--- src/rtl/usb_pd_pkg.sv ---
// Shared USB PD line-coding definitions: 4b5b table, K-codes, CRC-32 and FSM states.
package usb_pd_pkg;

  typedef enum logic [2:0] {
    S_IDLE     = 3'd0,
    S_PREAMBLE = 3'd1,
    S_SOP      = 3'd2,
    S_DATA     = 3'd3,
    S_CRC      = 3'd4,
    S_EOP      = 3'd5,
    S_TAIL     = 3'd6
  } pd_state_e;

  // K-codes, bit 0 goes on the line first
  localparam logic [4:0]  SYNC1 = 5'b11000;
  localparam logic [4:0]  SYNC2 = 5'b10001;
  localparam logic [4:0]  EOP   = 5'b01101;

  localparam logic [31:0] CRC32_POLY = 32'hEDB88320;
  localparam logic [31:0] CRC32_INIT = 32'hFFFFFFFF;

  localparam int PREAMBLE_BITS = 64;

  function automatic logic [4:0] enc4b5b(input logic [3:0] nib);
    logic [4:0] sym;
    case (nib)
      4'h0: sym = 5'b11110;
      4'h1: sym = 5'b01001;
      4'h2: sym = 5'b10100;
      4'h3: sym = 5'b10101;
      4'h4: sym = 5'b01010;
      4'h5: sym = 5'b01011;
      4'h6: sym = 5'b01110;
      4'h7: sym = 5'b01111;
      4'h8: sym = 5'b10010;
      4'h9: sym = 5'b10011;
      4'hA: sym = 5'b10110;
      4'hB: sym = 5'b10111;
      4'hC: sym = 5'b11010;
      4'hD: sym = 5'b11011;
      4'hE: sym = 5'b11100;
      4'hF: sym = 5'b11101;
      default: sym = 5'b11110;
    endcase
    return sym;
  endfunction

  // Reflected CRC-32, one byte, data consumed LSB first
  function automatic logic [31:0] crc32_byte(input logic [31:0] crc, input logic [7:0] data);
    logic [31:0] c;
    c = crc ^ {24'h000000, data};
    for (int i = 0; i < 8; i++) begin
      if (c[0]) c = (c >> 1) ^ CRC32_POLY;
      else      c = c >> 1;
    end
    return c;
  endfunction

endpackage

--- src/rtl/usb_pd_encode_if.sv ---
// Message-source side of the PD encoder: start request, byte stream and status.
interface usb_pd_encode_if;
  logic       start;
  logic [7:0] data_in;
  logic       data_valid;
  logic       data_last;
  logic       data_ready;
  logic       busy;
  logic       underrun;

  modport master (
    output start, data_in, data_valid, data_last,
    input  data_ready, busy, underrun
  );

  modport slave (
    input  start, data_in, data_valid, data_last,
    output data_ready, busy, underrun
  );
endinterface

--- src/rtl/usb_pd_crc32.sv ---
// Byte-wide CRC-32 accumulator; init presets, en folds in one byte.
module usb_pd_crc32
  import usb_pd_pkg::*;
(
  input  logic        clk_i,
  input  logic        rst_i,
  input  logic        init_i,
  input  logic        en_i,
  input  logic [7:0]  data_i,
  output logic [31:0] crc_o
);
  logic [31:0] crc_q;
  logic [31:0] crc_d;

  // Next CRC value: preset has priority over a byte update
  always_comb begin
    crc_d = crc_q;
    if (init_i)    crc_d = CRC32_INIT;
    else if (en_i) crc_d = crc32_byte(crc_q, data_i);
    else           crc_d = crc_q;
  end

  // CRC register
  always_ff @(posedge clk_i) begin
    if (rst_i) crc_q <= CRC32_INIT;
    else       crc_q <= crc_d;
  end

  assign crc_o = crc_q;
endmodule

--- src/rtl/usb_pd_encode.sv ---
// USB PD BMC transmitter: preamble, SOP, 4b5b payload, CRC-32, EOP and line release tail.
module usb_pd_encode
  import usb_pd_pkg::*;
#(
  parameter int BIT_CLKS = 90
)(
  input  logic           clk_i,
  input  logic           rst_i,
  usb_pd_encode_if.slave bus,
  output logic           cc_out_o,
  output logic           cc_oe_o
);
  localparam int PH_W = $clog2(BIT_CLKS);
  localparam logic [PH_W-1:0] PH_ONE  = PH_W'(1);
  localparam logic [PH_W-1:0] PH_MID  = PH_W'(BIT_CLKS / 2 - 1);
  localparam logic [PH_W-1:0] PH_HALF = PH_W'(BIT_CLKS / 2);
  localparam logic [PH_W-1:0] PH_LAST = PH_W'(BIT_CLKS - 1);

  pd_state_e       state_q, state_d;
  logic [PH_W-1:0] ph_q, ph_d;       // cycle within the bit cell
  logic [5:0]      cnt_q, cnt_d;     // preamble bit / SOP code / CRC nibble counter
  logic [4:0]      sym_q, sym_d;     // symbol shifter, bit 0 is on the line
  logic [2:0]      bidx_q, bidx_d;   // bit index within symbol
  logic            nib_q, nib_d;     // 0: low nibble of byte, 1: high nibble
  logic [3:0]      hi_q, hi_d;       // high nibble waiting to be sent
  logic            last_q, last_d;
  logic            fetch_q, fetch_d; // first cycle of a byte: fetch from source
  logic            cc_out_q, cc_out_d;
  logic            cc_oe_q, cc_oe_d;
  logic            busy_q, busy_d;

  logic            cur_bit_s;
  logic            crc_en_s;
  logic            crc_init_s;
  logic [31:0]     crc_s;
  logic [31:0]     crc_tx_s;
  logic [2:0]      nidx_s;

  assign crc_init_s = (state_q == S_IDLE);
  assign crc_tx_s   = ~crc_s;
  assign nidx_s     = cnt_q[2:0] + 3'd1;
  assign cur_bit_s  = (state_q == S_PREAMBLE) ? cnt_q[0] : sym_q[0];

  usb_pd_crc32 u_crc (
    .clk_i  (clk_i),
    .rst_i  (rst_i),
    .init_i (crc_init_s),
    .en_i   (crc_en_s),
    .data_i (bus.data_in),
    .crc_o  (crc_s)
  );

  // FSM state register
  always_ff @(posedge clk_i) begin
    if (rst_i) state_q <= S_IDLE;
    else       state_q <= state_d;
  end

  // Next state and datapath: BMC cell timing, symbol sequencing, byte fetch
  always_comb begin
    state_d  = state_q;
    ph_d     = ph_q;
    cnt_d    = cnt_q;
    sym_d    = sym_q;
    bidx_d   = bidx_q;
    nib_d    = nib_q;
    hi_d     = hi_q;
    last_d   = last_q;
    fetch_d  = 1'b0;
    cc_out_d = cc_out_q;
    cc_oe_d  = cc_oe_q;
    busy_d   = busy_q;
    crc_en_s = 1'b0;
    case (state_q)
      S_IDLE: begin
        ph_d     = '0;
        cnt_d    = 6'd0;
        bidx_d   = 3'd0;
        nib_d    = 1'b0;
        cc_out_d = 1'b0;
        cc_oe_d  = 1'b0;
        busy_d   = 1'b0;
        if (bus.start) begin
          // first preamble boundary: line rises on the very next cycle
          state_d  = S_PREAMBLE;
          cc_out_d = 1'b1;
          cc_oe_d  = 1'b1;
          busy_d   = 1'b1;
        end else begin
          state_d  = S_IDLE;
        end
      end
      S_TAIL: begin
        ph_d = ph_q + PH_ONE;
        if (ph_q == PH_MID) cc_out_d = 1'b0;
        else                cc_out_d = cc_out_q;
        if (ph_q == PH_LAST) begin
          state_d  = S_IDLE;
          ph_d     = '0;
          cc_out_d = 1'b0;
          cc_oe_d  = 1'b0;
          busy_d   = 1'b0;
        end else begin
          state_d  = S_TAIL;
        end
      end
      S_PREAMBLE, S_SOP, S_DATA, S_CRC, S_EOP: begin
        ph_d = ph_q + PH_ONE;
        if (ph_q == PH_MID && cur_bit_s) cc_out_d = ~cc_out_q;
        else                             cc_out_d = cc_out_q;
        // the first bit's level only matters at mid-cell, so fetching during cycle 0 is in time
        if (fetch_q) begin
          bidx_d = 3'd0;
          nib_d  = 1'b0;
          if (bus.data_valid) begin
            hi_d     = bus.data_in[7:4];
            last_d   = bus.data_last;
            sym_d    = enc4b5b(bus.data_in[3:0]);
            crc_en_s = 1'b1;
          end else begin
            state_d  = S_EOP;
            sym_d    = EOP;
          end
        end else begin
          crc_en_s = 1'b0;
        end
        if (ph_q == PH_LAST) begin
          ph_d     = '0;
          cc_out_d = ~cc_out_q;
          if (state_q != S_PREAMBLE && bidx_q != 3'd4) begin
            sym_d  = {1'b0, sym_q[4:1]};
            bidx_d = bidx_q + 3'd1;
          end else begin
            bidx_d = 3'd0;
            case (state_q)
              S_PREAMBLE: begin
                if (cnt_q == 6'(PREAMBLE_BITS - 1)) begin
                  state_d = S_SOP;
                  cnt_d   = 6'd0;
                  sym_d   = SYNC1;
                end else begin
                  cnt_d   = cnt_q + 6'd1;
                end
              end
              S_SOP: begin
                if (cnt_q == 6'd3) begin
                  state_d = S_DATA;
                  fetch_d = 1'b1;
                  nib_d   = 1'b0;
                end else begin
                  cnt_d   = cnt_q + 6'd1;
                  sym_d   = (cnt_q == 6'd2) ? SYNC2 : SYNC1;
                end
              end
              S_DATA: begin
                if (!nib_q) begin
                  sym_d   = enc4b5b(hi_q);
                  nib_d   = 1'b1;
                end else if (last_q) begin
                  state_d = S_CRC;
                  cnt_d   = 6'd0;
                  sym_d   = enc4b5b(crc_tx_s[3:0]);
                end else begin
                  fetch_d = 1'b1;
                  nib_d   = 1'b0;
                end
              end
              S_CRC: begin
                if (cnt_q == 6'd7) begin
                  state_d = S_EOP;
                  sym_d   = EOP;
                end else begin
                  cnt_d   = cnt_q + 6'd1;
                  sym_d   = enc4b5b(crc_tx_s[{nidx_s, 2'b00} +: 4]);
                end
              end
              S_EOP: begin
                // no boundary toggle after the final bit; a high line is held half a cell first
                state_d  = S_TAIL;
                cc_out_d = cc_out_q;
                ph_d     = cc_out_q ? '0 : PH_HALF;
              end
              default: begin
                state_d = S_IDLE;
              end
            endcase
          end
        end else begin
          cc_out_d = cc_out_d;
        end
      end
      default: begin
        state_d  = S_IDLE;
        cc_out_d = 1'b0;
        cc_oe_d  = 1'b0;
        busy_d   = 1'b0;
      end
    endcase
  end

  // Datapath registers
  always_ff @(posedge clk_i) begin
    if (rst_i) begin
      ph_q     <= '0;
      cnt_q    <= 6'd0;
      sym_q    <= 5'd0;
      bidx_q   <= 3'd0;
      nib_q    <= 1'b0;
      hi_q     <= 4'd0;
      last_q   <= 1'b0;
      fetch_q  <= 1'b0;
      cc_out_q <= 1'b0;
      cc_oe_q  <= 1'b0;
      busy_q   <= 1'b0;
    end else begin
      ph_q     <= ph_d;
      cnt_q    <= cnt_d;
      sym_q    <= sym_d;
      bidx_q   <= bidx_d;
      nib_q    <= nib_d;
      hi_q     <= hi_d;
      last_q   <= last_d;
      fetch_q  <= fetch_d;
      cc_out_q <= cc_out_d;
      cc_oe_q  <= cc_oe_d;
      busy_q   <= busy_d;
    end
  end

  // Handshake outputs: ready/underrun are decided in the fetch cycle itself
  always_comb begin
    bus.data_ready = 1'b0;
    bus.underrun   = 1'b0;
    if (fetch_q && !rst_i) begin
      bus.data_ready = bus.data_valid;
      bus.underrun   = ~bus.data_valid;
    end else begin
      bus.data_ready = 1'b0;
      bus.underrun   = 1'b0;
    end
  end

  assign bus.busy = busy_q;
  assign cc_out_o = cc_out_q;
  assign cc_oe_o  = cc_oe_q;
endmodule

--- src/flat_wrapper.sv ---
// flat-port wrapper written by rule: the top's interface ports become plain ports
module usb_pd_encode_flat import usb_pd_pkg::*;
#(
  parameter int BIT_CLKS = 90
)
  (clk_i, rst_i, cc_out_o, cc_oe_o, bus_start, bus_data_in, bus_data_valid, bus_data_last, bus_data_ready, bus_busy, bus_underrun);
  usb_pd_encode_if bus_i ();
  input  logic clk_i;
  input  logic rst_i;
  output logic cc_out_o;
  output logic cc_oe_o;
  input wire logic [$bits(bus_i.start)-1:0] bus_start;
  input wire logic [$bits(bus_i.data_in)-1:0] bus_data_in;
  input wire logic [$bits(bus_i.data_valid)-1:0] bus_data_valid;
  input wire logic [$bits(bus_i.data_last)-1:0] bus_data_last;
  output wire logic [$bits(bus_i.data_ready)-1:0] bus_data_ready;
  output wire logic [$bits(bus_i.busy)-1:0] bus_busy;
  output wire logic [$bits(bus_i.underrun)-1:0] bus_underrun;
  assign bus_i.start = bus_start;
  assign bus_i.data_in = bus_data_in;
  assign bus_i.data_valid = bus_data_valid;
  assign bus_i.data_last = bus_data_last;
  assign bus_data_ready = bus_i.data_ready;
  assign bus_busy = bus_i.busy;
  assign bus_underrun = bus_i.underrun;
  usb_pd_encode #(.BIT_CLKS(BIT_CLKS)) u_core (.clk_i(clk_i), .rst_i(rst_i), .bus(bus_i), .cc_out_o(cc_out_o), .cc_oe_o(cc_oe_o));
endmodule
--- config.mk ---
export PLATFORM = sky130hd
export DESIGN_NAME = usb_pd_encode_flat
export DESIGN_NICKNAME = d
export VERILOG_FILES = /design/src/rtl/usb_pd_pkg.sv /design/src/rtl/usb_pd_encode_if.sv /design/src/rtl/usb_pd_crc32.sv /design/src/rtl/usb_pd_encode.sv /design/src/flat_wrapper.sv
export SDC_FILE = /design/constraint.sdc
export NUM_CORES = 1
export LEC_CHECK = 0
export ABC_AREA = 1
export CAP_MARGIN = 20
export CORE_MARGIN = 2
export CORE_UTILIZATION = 45
export CTS_CLUSTER_SIZE = 10
export DETAILED_ROUTE_END_ITERATION = 10
export PLACE_DENSITY = 0.66
export SYNTH_ARGS = -nofsm -noshare
export SYNTH_HDL_FRONTEND = slang
export SYNTH_SLANG_ARGS = --single-unit
--- constraint.sdc ---
create_clock -name clk_i -period 4.95 [get_ports clk_i]
set_clock_uncertainty 0.1 [all_clocks]
set_input_delay 1.2375 -clock clk_i [delete_from_list [all_inputs] [get_ports clk_i]]
set_output_delay 1.2375 -clock clk_i [all_outputs]
set_load 0.01 [all_outputs]
==> out/results.ini, run 1 <==
[cts]
cts_buffer_depth = 2
post_cts_resize_count = 0
post_cts_buffers = 0
clk_pin_slew_ps = 70
clkLatencyLatePin_ps = 370
cts-root-buf = clkbuf_8
cts_tree = yes
cts_htree_levels = 3
clock_sinks = 70
numCtsBuffers = 9
ctsHoldBuffers = 0

[route]
drc = 0
routed_wl_mm = 13.6
via_count = 4948
viasPerCell = 5.36
drt_iter0_drc = 330
ant_nets = 0
wl_per_cell_um = 14.8
first_pass_iters = 6

[worst_setup_path]
crit_required_ps = 3610
worstPathArrival_ps = 2700
path_class = input port to output port
worst_setup_path_end_kind = output port
start_kind = input port
reg2reg_depth = 12
crit_fanout = 7

[sta]
post-route-min-period_ps = 4040
setup_violations = 0
tns_ps = 0
maxSlewViolCount = 0
rsz0062_at_grt = no
relSlewSlack_pct = 59.3
fin_crit_sh_pct = 81.6
tightest_slew_ps = 606
fmax_mhz = 247
finalHoldViolations = 0

[synth]
yosysTopAreaCellShare_pct = 28.2
synth_flop_cell = dfxtp_1
synth_fp_nets = 788
ys_top_cells_by_count = 184 x nand2_1, 101 x inv_1, 72 x a21oi_1, 70 x dfxtp_1, 65 x nand3_1
ys_async_sr_fraction_pct = 0
synth_top_cell_by_area = dfxtp_1
synthCells = 768
synth-seq-area-share_pct = 28.2
yosysWarnings = 0
synth_edf_count = 0
netlist_area_um2 = 4970
yosys.cell_types.count = 48
synth_most_common_cell = nand2_1
syn_area_per_cell_um2 = 6.47
synth-seq-cells = 70
synthTopCellsByArea = dfxtp_1 28%, nand2_1 14%, inv_1 7.6%, a21oi_1 7.3%, nand3_1 6.5%

[floorplanning]
dieWidth_um = 109
initial_core_util_pct = 46.0
core_um2 = 10800
rows = 38
io_pins = 18
dieArea_um2 = 11900
die_h_um = 109

[finish]
layout-drive-gt1-share_pct = 7.15
nNetsFinal = 799
n_antenna_cell = 0
syn_to_final_growth_pct = 8.91
fin_util_pct = 50.1

[pwr]
powerDensity_nw_per_um2 = 229
ir_worst_vdd_mv = 0.120
p_leak_nw = 2.45
finalPower_mw = 1.24

[placed_design]
port_buffers = 17
hpwl_mm = 9.93
gp_congestion = 0.869

[global_route]
grt_pass1_vias = 4704
track_usage_pct = 24.3
grt_max_degree = 39
antenna_found_initial = 0
overflow = 0
grt_pass1_wl_mm = 22.3

[job]
maxCapViolations = 0

[min_path]
hold_class = flop to flop
whs_path_depth = 2

[run_status]
status = completed

-- path summary, 6_finish.rpt --
| kind | startpoint | endpoint | slack (ps) |
|---|---|---|---|
| max | rst_i | bus_underrun | 910 |
| min | u_core.ph_q[4]$_SDFFE_PP0P_ | u_core.ph_q[4]$_SDFFE_PP0P_ | 370 |
| max reg2reg | u_core.cnt_q[0]$_SDFFE_PP0P_ | u_core.sym_q[1]$_SDFFE_PP0N_ | 1800 |
| min reg2reg | u_core.ph_q[4]$_SDFFE_PP0P_ | u_core.ph_q[4]$_SDFFE_PP0P_ | 370 |
-- final cells by class --
type	instances	area, um^2
tap	140	175
clock inverter	1	30.0
clock buffer	14	153
multi-input combinational	561	3010
fill	1109	5380
timing repair buffer	21	200
inverter	116	438
sequential	70	1400
-- metrics by stage --
step	setup WS, ps	instances	hold WS [ps]	instance area [um^2]
after CTS	903	923	371	5410
after global routing	877	923	390	5410
after detailed placement	918	908	356	5230
final	908	923	367	5410
after global placement	924	908	353	5230
after floorplan	1700	768	340	4970
-- registers in the layout (all words and copies together) (netlist names), named ones only --
register and cells:
u_core.u_crc.crc_o 32, u_core.ph_q 7, u_core.cnt_q 6, u_core.sym_q 5, u_core.hi_q 4, u_core.bidx_q 3
u_core.state_q 3, u_core.bus.busy 1, u_core.cc_out_o 1, u_core.fetch_q 1, u_core.last_q 1, u_core.nib_q 1
-- cells in the final DEF (no fill, tap or decap), drive strengths merged --
master	count
buf	4
a31oi	3
nand3	66
o21ai	63
o211ai	21
bufinv	1
nor3	6
inv	113
nor2	52
nand4	5
xnor2	10
a21boi	1
a21oi	73
clkdlybuf4s50	17
a21o	2
o21bai	1
o31ai	1
or2	6
dfxtp	70
clkinv	3
o22ai	4
nor4	1
a22oi	4
a211oi	1
ha	7
clkbuf	14
o221ai	3
nand2	192
xor2	39
-- metal layers --
metal | global-route usage, % | vias to the layer above | part of all wire [%]
li1 | - | 2513 | -
met1 | 29.4 | 2276 | 45
met2 | 41.5 | 129 | 48
met3 | 3.89 | 30 | 4.2
met4 | 12.1 | 0 | 2.8
met5 | 0 | - | 0
-- critical path, cell delays in order --
cell             delay (ps)
clkdlybuf4s50_1         650
nor2_1                  250
clkdlybuf4s50_1         560
-- logic make-up (layout without fill, tap and decap cells) --
| logic type | after synthesis | after routing | share of synthesized area (%) |
|---|---|---|---|
| adders and majority gates | 7 | 7 | 1.76 |
| and+or+nand+nor | 328 | 328 | 29.0 |
| DFF | 70 | 70 | 28.2 |
| xor gates and xnor gates | 49 | 49 | 9.70 |
| AOI/OAI and AO/OA | 177 | 177 | 20.2 |
| buffers and inverters | 137 | 152 | 11.1 |
-- power by group --
part / leakage, nW / internal [mW] / switching (mW)
logic: 1.79 / 0.0674 / 0.133
clock network: 0.0908 / 0.245 / 0.225
registers: 0.566 / 0.566 / 0.00399
Note: power is estimated with default switching activity, not from simulation.
==> run 2: changes to the inputs <==
clock period = 3.9 ns   (was 4.95 ns; I/O delays follow)
==> run 2 against run 1 <==
Clock power is 23% higher. Combinational power is 28% higher. Non-clock buffer count is 4 higher. Final cell count is 0.54% higher. Largest power group unchanged. Routed wire length is 2.5% higher. Critical endpoint is now bus_data_ready. Sequential power is 27% higher. Flip-flop and latch count stayed put. Core utilization is 0.31 points higher. Register-to-register slack worse by 720 ps.
==> out/results.ini, run 2 (synthesized netlist as in run 1, its figures left out) <==
[route]
drc = 0  ; unchanged
via_count = 4974  ; +0.53%
viasPerCell = 5.36  ; about the same
routed_wl_mm = 14.0  ; +2.5%
drt_iter0_drc = 337  ; +2.1%
first_pass_iters = 5  ; -1
wl_per_cell_um = 15.0  ; +1.9%
ant_nets = 0  ; unchanged

[worst_setup_path]
cp_cell_sequence = clkdlybuf4s50_1, nor2_1, clkdlybuf4s50_1
worstPathArrival_ps = 2410  ; -290 ps
endpoint = bus_data_ready
reg2reg_depth = 11  ; -1
path_class = input port to output port
r2r_end = u_core.sym_q[3]$_SDFFE_PP0N_
crit_required_ps = 2820  ; -790 ps
cp_common_cell = clkdlybuf4s50_1
r2r-start = u_core.cnt_q[0]$_SDFFE_PP0P_
crit_fanout = 9  ; +2
worst_setup_path_end_kind = output port
crit_start = rst_i
slowest_stage = clkdlybuf4s50_1
regToRegSetupSlack_ps = 1080  ; -720 ps
start_kind = input port
crit_path_max_incr_delay_ps = 670  ; +20 ps

[cts]
cts-root-buf = clkbuf_8
numCtsBuffers = 9  ; unchanged
cts_tree = yes
clk_pin_slew_ps = 70  ; about the same
post_cts_resize_count = 0  ; unchanged
cts_buffer_depth = 2  ; unchanged
clkLatencyLatePin_ps = 380  ; about the same
post_cts_buffers = 0  ; unchanged
ctsHoldBuffers = 0  ; unchanged
cts_htree_levels = 3  ; unchanged
clock_sinks = 70  ; unchanged

[floorplanning]
dieArea_um2 = 11900  ; unchanged
rows = 38  ; unchanged
dieWidth_um = 109  ; unchanged
die_h_um = 109  ; unchanged
core_um2 = 10800  ; unchanged
initial_core_util_pct = 46.0  ; unchanged
io_pins = 18  ; unchanged

[finish]
fillers = 1077  ; -2.9%
n_antenna_cell = 0  ; unchanged
layout_commonest_cell = nand2_1
largest_register_ffs = 32  ; unchanged
final-instance-count-excl-fill = 928  ; +0.54%
stdcell_area_um2 = 5450  ; +0.62%
layout_common_cells = 184 x nand2_1, 101 x inv_1, 72 x a21oi_1
syn_to_final_growth_pct = 9.59
layout-drive-gt1-share_pct = 8.12  ; +0.97 points
fin_util_pct = 50.5  ; +0.31 points
nNetsFinal = 803  ; +0.50%

[placed_design]
place_inst = 912  ; +0.44%
place_ws_ps = 407  ; -512 ps
hpwl_mm = 10.5  ; +5.6%
port_buffers = 17  ; unchanged
gp_congestion = 0.922  ; +6.1%
dpl-instance-area_um2 = 5260  ; +0.57%

[pwr]
ir_worst_vdd_mv = 0.178  ; +48%
powerDensity_nw_per_um2 = 287  ; +25%
p_leak_nw = 2.47  ; +0.92%
finalPower_mw = 1.56  ; +26%

[min_path]
hold_class = flop to flop

[sta]
fmax_mhz = 287
setup_violations = 0  ; unchanged
fin_crit_sh_pct = 89.4
maxSlewViolCount = 0  ; unchanged
tns_ps = 0  ; unchanged
fin_hold_ws_ps = 364  ; -3.37 ps
fin_ws_ps = 415  ; -494 ps
post-route-min-period_ps = 3490
relSlewSlack_pct = 58.4  ; -0.85 points
finalHoldViolations = 0  ; unchanged
rsz0062_at_grt = no
tightest_slew_ps = 619  ; +12.7 ps

[global_route]
overflow = 0  ; unchanged
track_usage_pct = 24.8  ; +0.55 points
antenna_found_initial = 0  ; unchanged
grt_pass1_wl_mm = 22.8  ; +2.1%
grt_pass1_vias = 4698  ; -0.13%
grt_max_degree = 38  ; -2.6%

[run_status]
status = completed

[job]
maxCapViolations = 0  ; unchanged

## run 2: cell types whose count changed in the layout (fill, tap and decap cells not counted)
cell	previous run	this run
bufinv_16	1	0
buf_4	4	8
clkinvlp_4	0	1
clkbuf_1	4	1
clkinv_2	0	2
clkbuf_8	10	12
## run 2: how the worst min path moves through the flow
stage	startpoint	end	slack [ps]	cells after the start
after CTS	u_core.ph_q[4]$_SDFFE_PP0P_	u_core.ph_q[4]$_SDFFE_PP0P_	370	2
final	u_core.ph_q[4]$_SDFFE_PP0P_	u_core.ph_q[4]$_SDFFE_PP0P_	360	2
after global routing	u_core.ph_q[4]$_SDFFE_PP0P_	u_core.ph_q[4]$_SDFFE_PP0P_	380	2
after detailed placement	u_core.ph_q[4]$_SDFFE_PP0P_	u_core.ph_q[4]$_SDFFE_PP0P_	360	2
after global placement	u_core.ph_q[4]$_SDFFE_PP0P_	u_core.ph_q[4]$_SDFFE_PP0P_	350	2
after floorplan	u_core.ph_q[4]$_SDFFE_PP0P_	u_core.ph_q[4]$_SDFFE_PP0P_	340	2
## run 2: cell type report
class	count	area (um^2)	area share, %
inverter	116	438	8.04
sequential	70	1400	25.7
tap	140	175	3.22
clock inverter	3	17.5	0.322
timing repair buffer	25	230	4.23
clock buffer	13	169	3.10
multi-input combinational	561	3010	55.4
## run 2: power by group
part           internal, mW  switching (mW)
Clock                 0.281           0.299
Combinational        0.0869           0.171
Sequential            0.719         0.00532
## run 2: worst max-delay path, delay by kind of cell
kind | cells | cell delay [ps]
buf+inv | 2 | 1220
simple gates | 1 | 210
## run 2: layer usage
| metal | global-route usage (%) | up-vias | wire [um] |
|---|---|---|---|
| li1 | - | 2527 | - |
| met1 | 30.1 | 2281 | 6200 |
| met2 | 42.0 | 134 | 6720 |
| met3 | 5.32 | 32 | 617 |
| met4 | 11.1 | 0 | 421 |
| met5 | 0 | - | 0 |
==> run 3: changes to the inputs <==
CTS_BUF_LIST = sky130_fd_sc_hd__clkbuf_4   (was not set)
PLACE_DENSITY = 0.58   (was 0.66)
==> run 3 against run 2 <==
Routed wire length increased by 3.6%. Combinational power rose by 2%. Critical path depth is the same. Clock power up 2%. Final area fell by 0.25%. Power rose by 0.83%. Worst setup slack improved by 14 ps. Die area stayed put. Final cell count unchanged. Largest cell class unchanged. Register-to-register slack got worse by 230 ps. Clock-buffer cell count fell by 4.
==> out/results.ini, run 3 (synthesized netlist as in run 1, its figures left out) <==
[cts]
clkLatencyLatePin_ps = 470  ; +90 ps
post_cts_buffers = 0  ; unchanged
clock_sinks = 70  ; unchanged
numCtsBuffers = 9  ; unchanged
cts_buffer_depth = 2  ; unchanged
cts-root-buf = clkbuf_4
post_cts_resize_count = 0  ; unchanged
cts_tree = yes
clk_pin_slew_ps = 130  ; +60 ps
ctsHoldBuffers = 0  ; unchanged
cts_htree_levels = 3  ; unchanged

[finish]
layout_commonest_cell = nand2_1
fin_util_pct = 50.3  ; -0.13 points
layout_common_cells = 184 x nand2_1, 101 x inv_1, 72 x a21oi_1
largest_register_ffs = 32  ; unchanged
multi_input_comb_area_um2 = 3010  ; unchanged
stdcell_area_um2 = 5430  ; -0.25%
fillers = 1102  ; +2.3%
n_antenna_cell = 0  ; unchanged
layout-drive-gt1-share_pct = 8.25  ; +0.13 points
syn_to_final_growth_pct = 9.32
ff_latch_area_um2 = 1400  ; unchanged
nNetsFinal = 803  ; unchanged

[pwr]
combPwrFrac_pct = 16.6  ; about the same
powerDensity_nw_per_um2 = 290  ; +1.1%
swShare_pct = 31.8  ; +1.3 points
p_leak_nw = 2.46  ; -0.22%
p_sw_uw = 500  ; +5.3%
pwr-share-seq_pct = 46.0  ; -0.4 points
ir_worst_vdd_mv = 0.194  ; +8.7%
clockPowerShare_pct = 37.4  ; +0.2 points
power.internal_mw = 1.07  ; -1.1%
finalPower_mw = 1.57  ; +0.83%

[floorplanning]
io_pins = 18  ; unchanged
rows = 38  ; unchanged
initial_core_util_pct = 46.0  ; unchanged
core_um2 = 10800  ; unchanged
die_h_um = 109  ; unchanged
dieWidth_um = 109  ; unchanged
dieArea_um2 = 11900  ; unchanged

[route]
drc = 0  ; unchanged
first_pass_iters = 5  ; unchanged
wl_per_cell_um = 15.6  ; +3.6%
ant_nets = 0  ; unchanged
routed_wl_mm = 14.5  ; +3.6%
drt_iter0_drc = 480  ; +42%
via_count = 5056  ; +1.6%
viasPerCell = 5.45  ; +1.6%

[sta]
tightest_slew_ps = 593  ; -25.9 ps
post-route-min-period_ps = 3470  ; -13.6 ps
maxSlewViolCount = 0  ; unchanged
finalHoldViolations = 0  ; unchanged
fin_hold_ws_ps = 375  ; +11.1 ps
fin_crit_sh_pct = 89.0  ; -0.35 points
rsz0062_at_grt = no
setup_violations = 0  ; unchanged
tns_ps = 0  ; unchanged
relSlewSlack_pct = 60.2  ; +1.7 points
fmax_mhz = 288  ; +0.39%

[run_status]
status = completed

[global_route]
grt_pass1_wl_mm = 23.0  ; +0.97%
use_met3_pct = 3.95  ; -1.4 points
use_met2_pct = 35.5  ; -6.5 points
met1_usage_pct = 38.8  ; +8.7 points
overflow = 0  ; unchanged
grt_pass1_vias = 4512  ; -4.0%
grt_busiest_layer = met1
track_usage_pct = 25.3  ; +0.53 points
grt_max_degree = 34  ; -11%
antenna_found_initial = 0  ; unchanged

[worst_setup_path]
slowest_stage = clkdlybuf4s50_1
worst_setup_path_end_kind = output port
worstPathArrival_ps = 2400  ; about the same
regToRegSetupSlack_ps = 850  ; -230 ps
crit_required_ps = 2820  ; about the same
cp_num_buf_inv = 2  ; unchanged
path_class = input port to output port
cp_cell_sequence = clkdlybuf4s50_1, nor2_1, clkdlybuf4s50_1
start_kind = input port
critical_path.top_delay_family = buffers and inverters
crit_path_max_incr_delay_ps = 650  ; -20 ps
crit_fanout = 6  ; -3
cp_common_cell = clkdlybuf4s50_1

[placed_design]
port_buffers = 17  ; unchanged
dpl-instance-area_um2 = 5260  ; unchanged
gp_congestion = 0.907  ; -1.7%
hpwl_mm = 10.7  ; +2.5%

[job]
maxCapViolations = 0  ; unchanged

[min_path]
hold_class = flop to flop

==> run 3: cell count changes in the layout (fill, tap and decap cells not counted) <==
cell,change
clkbuf_1,-1
clkbuf_8,-12
inv_8,+1
clkinv_4,+2
clkinv_2,-2
bufinv_16,+2
inv_6,+1
clkbuf_4,+9
==> run 3: worst reg2reg max path, delay by kind of cell (launching register included) <==
family | cells | cell delay (ps)
adders and majority gates | 1 | 590
DFF | 1 | 330
buffers and inverters | 3 | 830
and+or+nand+nor | 5 | 570
AOI/OAI and AO/OA | 3 | 530
==> run 3: stage by stage <==
step	setup slack, ps	std cells
finish	428	928
CTS	449	928
global placement	441	912
floorplan	1180	768
global route	409	928
detailed placement	451	912
==> run 3: final cells by class <==
class	instances	area share [%]
inverters	116	8.06
clock buffers	9	1.24
well taps	140	3.23
flip-flops and latches	70	25.8
multi-input cells	561	55.5
clock inverters	7	1.94
repair buffers	25	4.24
==> run 3: power by group through the flow <==
stage	registers [mW]	logic, mW	clock network (mW)
2_1_floorplan	0.740	0.183	0
3_3_place_gp	0.740	0.254	0
3_5_place_dp	0.740	0.257	0
4_1_cts	0.724	0.258	0.602
5_1_grt	0.726	0.287	0.635
6_report	0.725	0.262	0.589
==> run 3: path summary, 6_finish.rpt <==
kind / start / endpoint / depth (start not counted)
worst min-delay path: u_core.ph_q[4]$_SDFFE_PP0P_ / u_core.ph_q[4]$_SDFFE_PP0P_ / 2
worst max-delay path: rst_i / bus_data_ready / 3
worst min register to register: u_core.ph_q[4]$_SDFFE_PP0P_ / u_core.ph_q[4]$_SDFFE_PP0P_ / 2
worst max register to register: u_core.cnt_q[0]$_SDFFE_PP0P_ / u_core.sym_q[3]$_SDFFE_PP0N_ / 12
==> run 3: metal layers <==
layer  share of wire (%)  vias to the layer above
li1                    -                     2534
met1                  50                     2313
met2                  41                      189
met3                 7.8                       20
met4                 1.7                        0
met5                   0                        -
==> patch 1: new RTL, config.mk and constraints of run 2 <==
Encoding of `pd_state_e`: now one-hot (7 bits for 7 states).
--- a/src/rtl/usb_pd_pkg.sv
+++ b/src/rtl/usb_pd_pkg.sv
@@ -1,14 +1,14 @@
 // Shared USB PD line-coding definitions: 4b5b table, K-codes, CRC-32 and FSM states.
 package usb_pd_pkg;
 
-  typedef enum logic [2:0] {
-    S_IDLE     = 3'd0,
-    S_PREAMBLE = 3'd1,
-    S_SOP      = 3'd2,
-    S_DATA     = 3'd3,
-    S_CRC      = 3'd4,
-    S_EOP      = 3'd5,
-    S_TAIL     = 3'd6
+  typedef enum logic [6:0] {
+    S_IDLE     = 7'b0000001,
+    S_PREAMBLE = 7'b0000010,
+    S_SOP      = 7'b0000100,
+    S_DATA     = 7'b0001000,
+    S_CRC      = 7'b0010000,
+    S_EOP      = 7'b0100000,
+    S_TAIL     = 7'b1000000
   } pd_state_e;
 
   // K-codes, bit 0 goes on the line first
Formal check against the unedited RTL: no difference found for any inputs over 10 cycles, from zero or initial values and one cycle with rst_i high; not proved beyond that.
==> patch 1 against run 2 <==
  * Clock power increased by 61%
  * Sequential cell count is 4 higher
  * Routed wire length increased by 3.7%
  * Power is 30% higher
  * Sequential share of layout area shrank 0.51 points
  * Register-to-register slack improved by 0.10 ns
  * Area after synthesis increased by 6.3%
  * Count of clock-buffer cells in the layout shrank 1
  * Via count is 8.1% higher
  * Synthesized cell count up 6.9%
  * Worst setup slack worse by 0.089 ns
  * Design area is 7.9% higher
==> patch 1: results (changes against run 2) <==
* Result of the run: complete, no violations
* Stage delay of the slowest cell on the critical path at 0.56 ns (-0.11 ns)
* Share of final-layout standard cells stronger than drive strength 1 at 6.938% (-1.2 points)
* Warning count from the yosys run at 0 (unchanged)
* # fillers at 1,183 (+9.8%)
* Number of violations reported at the end of detailed-routing iteration 0 at 413 (+23%)
* Net count, final at 851 (+6.0%)
* Worst vdd rail ir drop at 406.9 uV (+130%)
* Top layer in use: met4
* Avg Synthesized Cell Area at 6.436 um^2 (-0.52%)
* Number of cells after detailed placement at 963 (+5.6%)
* Remaining max-slew budget at the tightest pin at 57.12% (-1.3 points)
* Place WS at 0.3514 ns (-0.05519 ns)
* Pin count of the biggest net entering global routing at 44 (+16%)
* Static Leakage at 2.741 nW (+11%)
* Post-synth design cell area at 0.005284 mm^2 (+6.3%)
* Number of global-route vias before repair at 5,162 (+9.9%)
* First-pass GRT wire length at 24.79 mm (+8.7%)
* Clock root buffer: sky130_fd_sc_hd__clkbuf_16
* Multi-input logic area at 0.003209 mm^2 (+6.5%)
* Largest fanout of any net on the critical path at 4 (-5)
* Worst Path Arrival at 2.50 ns (+0.09 ns)
* Biggest area contributors in the synthesized netlist: sky130_fd_sc_hd__dfxtp_1 28%, sky130_fd_sc_hd__nand2_1 15%, sky130_fd_sc_hd__inv_1 8.0%, sky130_fd_sc_hd__xor2_1 7.0%, sky130_fd_sc_hd__nand3_1 6.5%
* Placed inst area at 0.005543 mm^2 (+5.4%)
* Setup slack of the worst register-to-register path at 1.18 ns (+0.10 ns)
* Distinct cell type count after synthesis at 41 (-15%)
* Clock-pin slew on the worst setup and hold paths at 0.05 ns (-0.02 ns)
* Met3 Routed Length at 857 um (+39%)
* DRT Wirelength at 14.48 mm (+3.7%)
* Launch point of the worst reg-to-reg path: u_core.state_q[0]$_SDFF_PP1_
* Ranking of synthesized cells by instance count: 205 x sky130_fd_sc_hd__nand2_1, 112 x sky130_fd_sc_hd__inv_1, 74 x sky130_fd_sc_hd__dfxtp_1
* Synthesized netlist net count at 841 (+6.7%)
* Worst hold slack after final layout at 0.3723 ns (+0.008558 ns)
* Termination of the worst setup path: bus_underrun
* Worst skew pair latency at 0.35 ns (-0.03 ns)
* Start point of the critical path: bus_data_valid
* Average via count per standard cell at 5.493 (+2.5%)
* Global placement routability congestion at 0.9310 (+0.98%)
* Number of cells in the finished layout apart from fillers at 979 (+5.5%)
* HPWL Detailed at 10.70 mm (+2.1%)
* Fraction of the yosys area taken by sequential cells at 28.04% (-0.17 points)
* GRT Resource Usage Total at 24.28% (-0.53 points)
[patch 1: cell count changes after synthesis, sizes merged, moves of 5 or more]
cell          run 2  this run
nor2             52        72
xnor2            10        15
xor2             39        44
nand2           192       211
inv             113       120
a21oi            73        60
or2               6         0
nand3            66        71
[patch 1: cell type report]
cell class / count / area share, %
clock buffers: 12 / 4.367
clock inverters: 4 / 1.257
inverters: 120 / 7.669
multi-input cells: 602 / 54.64
flip-flops and latches: 74 / 25.22
well taps: 143 / 3.046
repair buffers: 24 / 3.792
[patch 1: cell families after synthesis]
family                     synth area share (%)
and+or+nand+nor                           30.81
AOI/OAI and AO/OA                         17.71
buffers and inverters                     11.22
DFF                                       28.04
xor gates and xnor gates                  10.56
adders and majority gates                 1.658
[patch 1: power groups by stage]
stage	registers (mW)	clock network, mW	logic, mW
after global placement	0.791	0	0.316
after floorplan	0.789	0	0.240
after detailed placement	0.792	0	0.320
final	0.775	0.931	0.325
after CTS	0.775	0.955	0.323
after global routing	0.776	0.974	0.365
==> patch 2: new RTL, settings of run 2 <==
Made on the original files. `BIT_CLKS` is set to 90 in 2 places; all go to 45.
--- a/src/rtl/usb_pd_encode.sv
+++ b/src/rtl/usb_pd_encode.sv
@@ -2,7 +2,7 @@
 module usb_pd_encode
   import usb_pd_pkg::*;
 #(
-  parameter int BIT_CLKS = 90
+  parameter int BIT_CLKS = 45
 )(
   input  logic           clk_i,
   input  logic           rst_i,
--- a/src/flat_wrapper.sv
+++ b/src/flat_wrapper.sv
@@ -1,7 +1,7 @@
 // flat-port wrapper written by rule: the top's interface ports become plain ports
 module usb_pd_encode_flat import usb_pd_pkg::*;
 #(
-  parameter int BIT_CLKS = 90
+  parameter int BIT_CLKS = 45
 )
   (clk_i, rst_i, cc_out_o, cc_oe_o, bus_start, bus_data_in, bus_data_valid, bus_data_last, bus_data_ready, bus_busy, bus_underrun);
   usb_pd_encode_if bus_i ();
Formal check against the unedited RTL: no difference found for any inputs over 4 cycles, from zero or initial values and one cycle with rst_i high; that may be too few to reach the edited logic, so the function may still have changed.
==> patch 2 against run 2 <==
  * Count of clock-buffer cells in the layout down 3
  * Design area grew 0.53%
  * First-iteration DRC count rose by 32%
  * Fmax grew 0.50%
  * Power grew 3.3%
  * Clock power up 8.1%
  * Worst setup slack better by 0.017 ns
  * Routed wire length decreased by 1.2%
  * Sequential cell count fell by 1
  * Area after synthesis grew 0.68%
  * Critical path type unchanged
==> patch 2: results (changes against run 2) <==
* Result of the run: complete, no violations
* Maximum count of clock buffers along a single path at 2 (unchanged)
* Count of H-tree levels built during CTS at 3 (unchanged)
* Worst vdd rail ir drop at 121.3 uV (-32%)
* Count of final setup violators at 0 (unchanged)
* Met1 GRT Util at 35.58% (+5.5 points)
* Stage delay of the slowest cell on the critical path at 0.55 ns (-0.12 ns)
* Biggest area contributors in the synthesized netlist: sky130_fd_sc_hd__dfxtp_1 28%, sky130_fd_sc_hd__nand2_1 12%, sky130_fd_sc_hd__xor2_1 7.4%, sky130_fd_sc_hd__inv_1 7.3%, sky130_fd_sc_hd__a21oi_1 6.7%
* Place WS at 0.4532 ns (+0.04665 ns)
* Largest fanout of any net on the critical path at 3 (-6)
* Average via count per standard cell at 5.429 (+1.3%)
* Share of final-layout standard cells stronger than drive strength 1 at 10.47% (+2.3 points)
* Number of flops mapped to enable cells by yosys at 0 (unchanged)
* Pin count of the biggest net entering global routing at 36 (-5.3%)
* Number of cells after detailed placement at 888 (-2.6%)
* HPWL Detailed at 10.31 mm (-1.7%)
* First-pass GRT wire length at 23.16 mm (+1.5%)
* GRT Resource Usage Total at 24.79% (-0.027 points)
* Actual slew at the worst max-slew pin at 0.6086 ns (-0.01003 ns)
* Worst skew pair latency at 0.37 ns
* Number of port buffers at 17 (unchanged)
* Ranking of synthesized cells by instance count: 159 x sky130_fd_sc_hd__nand2_1, 97 x sky130_fd_sc_hd__inv_1, 69 x sky130_fd_sc_hd__dfxtp_1
* Worst Path Arrival at 2.39 ns (-0.02 ns)
* Global routing met2 resource utilization at 36.90% (-5.1 points)
* Global placement routability congestion at 1.001 (+8.6%)
* Number of cells in the finished layout apart from fillers at 904 (-2.6%)
* Detailed-route wire length per cell at 15.26 um (+1.4%)
* Most used flip-flop cell after synthesis: sky130_fd_sc_hd__dfxtp_1
* Synthesized netlist net count at 768 (-2.5%)
* Avg Synthesized Cell Area at 6.688 um^2 (+3.4%)
* Fraction of the yosys area taken by sequential cells at 27.61% (-0.59 points)
* Number of global-route vias before repair at 4,777 (+1.7%)
* Static Leakage at 2.466 nW (-0.11%)
* Net count, final at 779 (-3.0%)
* GR Util met3 at 5.216% (-0.10 points)
* Distinct cell type count after synthesis at 50 (+4.2%)
* Internal Dissipation at 1.121 mW (+3.2%)
* Placed inst area at 0.005265 mm^2 (+0.12%)
* Number of violations reported at the end of detailed-routing iteration 0 at 446 (+32%)
[patch 2: cell type report]
class	count	area, um^2
Timing Repair Buffer	23	215.2
Inverter	113	426.7
Clock inverter	6	71.32
Fill cell	1119	5366
Tap cell	140	175.2
Multi-Input combinational cell	543	3067
Sequential cell	69	1381
Clock buffer	10	137.6
[patch 2: worst paths after layout]
kind | start | to | slack (ns) | cells past startpoint
min | u_core.u_crc.crc_o[14]$_SDFFE_PP1P_ | u_core.u_crc.crc_o[14]$_SDFFE_PP1P_ | 0.38 | 2
min reg2reg | u_core.u_crc.crc_o[14]$_SDFFE_PP1P_ | u_core.u_crc.crc_o[14]$_SDFFE_PP1P_ | 0.38 | 2
max reg2reg | u_core.cnt_q[0]$_SDFFE_PP0P_ | u_core.sym_q[1]$_SDFFE_PP0N_ | 1.31 | 13
max | bus_data_valid | bus_underrun | 0.43 | 5
[patch 2: routing by layer]
layer | up-vias | routed length, um | part of all wire [%]
met5 | - | 0 | 0
met3 | 10 | 977 | 7.1
met4 | 0 | 133 | 0.96
met2 | 173 | 6045 | 44
met1 | 2274 | 6636 | 48
li1 | 2451 | - | -
[patch 2: cells by family (layout without fill, tap and decap cells)]
group                    count (synthesis)  after routing  share of synthesized area, %
adder cells (fa/ha/maj)                  7              7                         1.751
buffers and inverters                  136            152                         11.08
XOR/XNOR                                55             55                         10.83
flip-flops                              69             69                         27.61
AO/OA/AOI/OAI                          172            172                         20.13
AND/OR/NAND/NOR                        309            309                         28.59
[patch 2: power by group through the flow]
stage               Clock (mW)  Combinational [mW]  Sequential (mW)
floorplan                    0               0.200            0.730
global placement             0               0.264            0.730
detailed placement           0               0.267            0.730
CTS                      0.639               0.269            0.714
global route             0.665               0.300            0.714
finish                   0.627               0.272            0.714
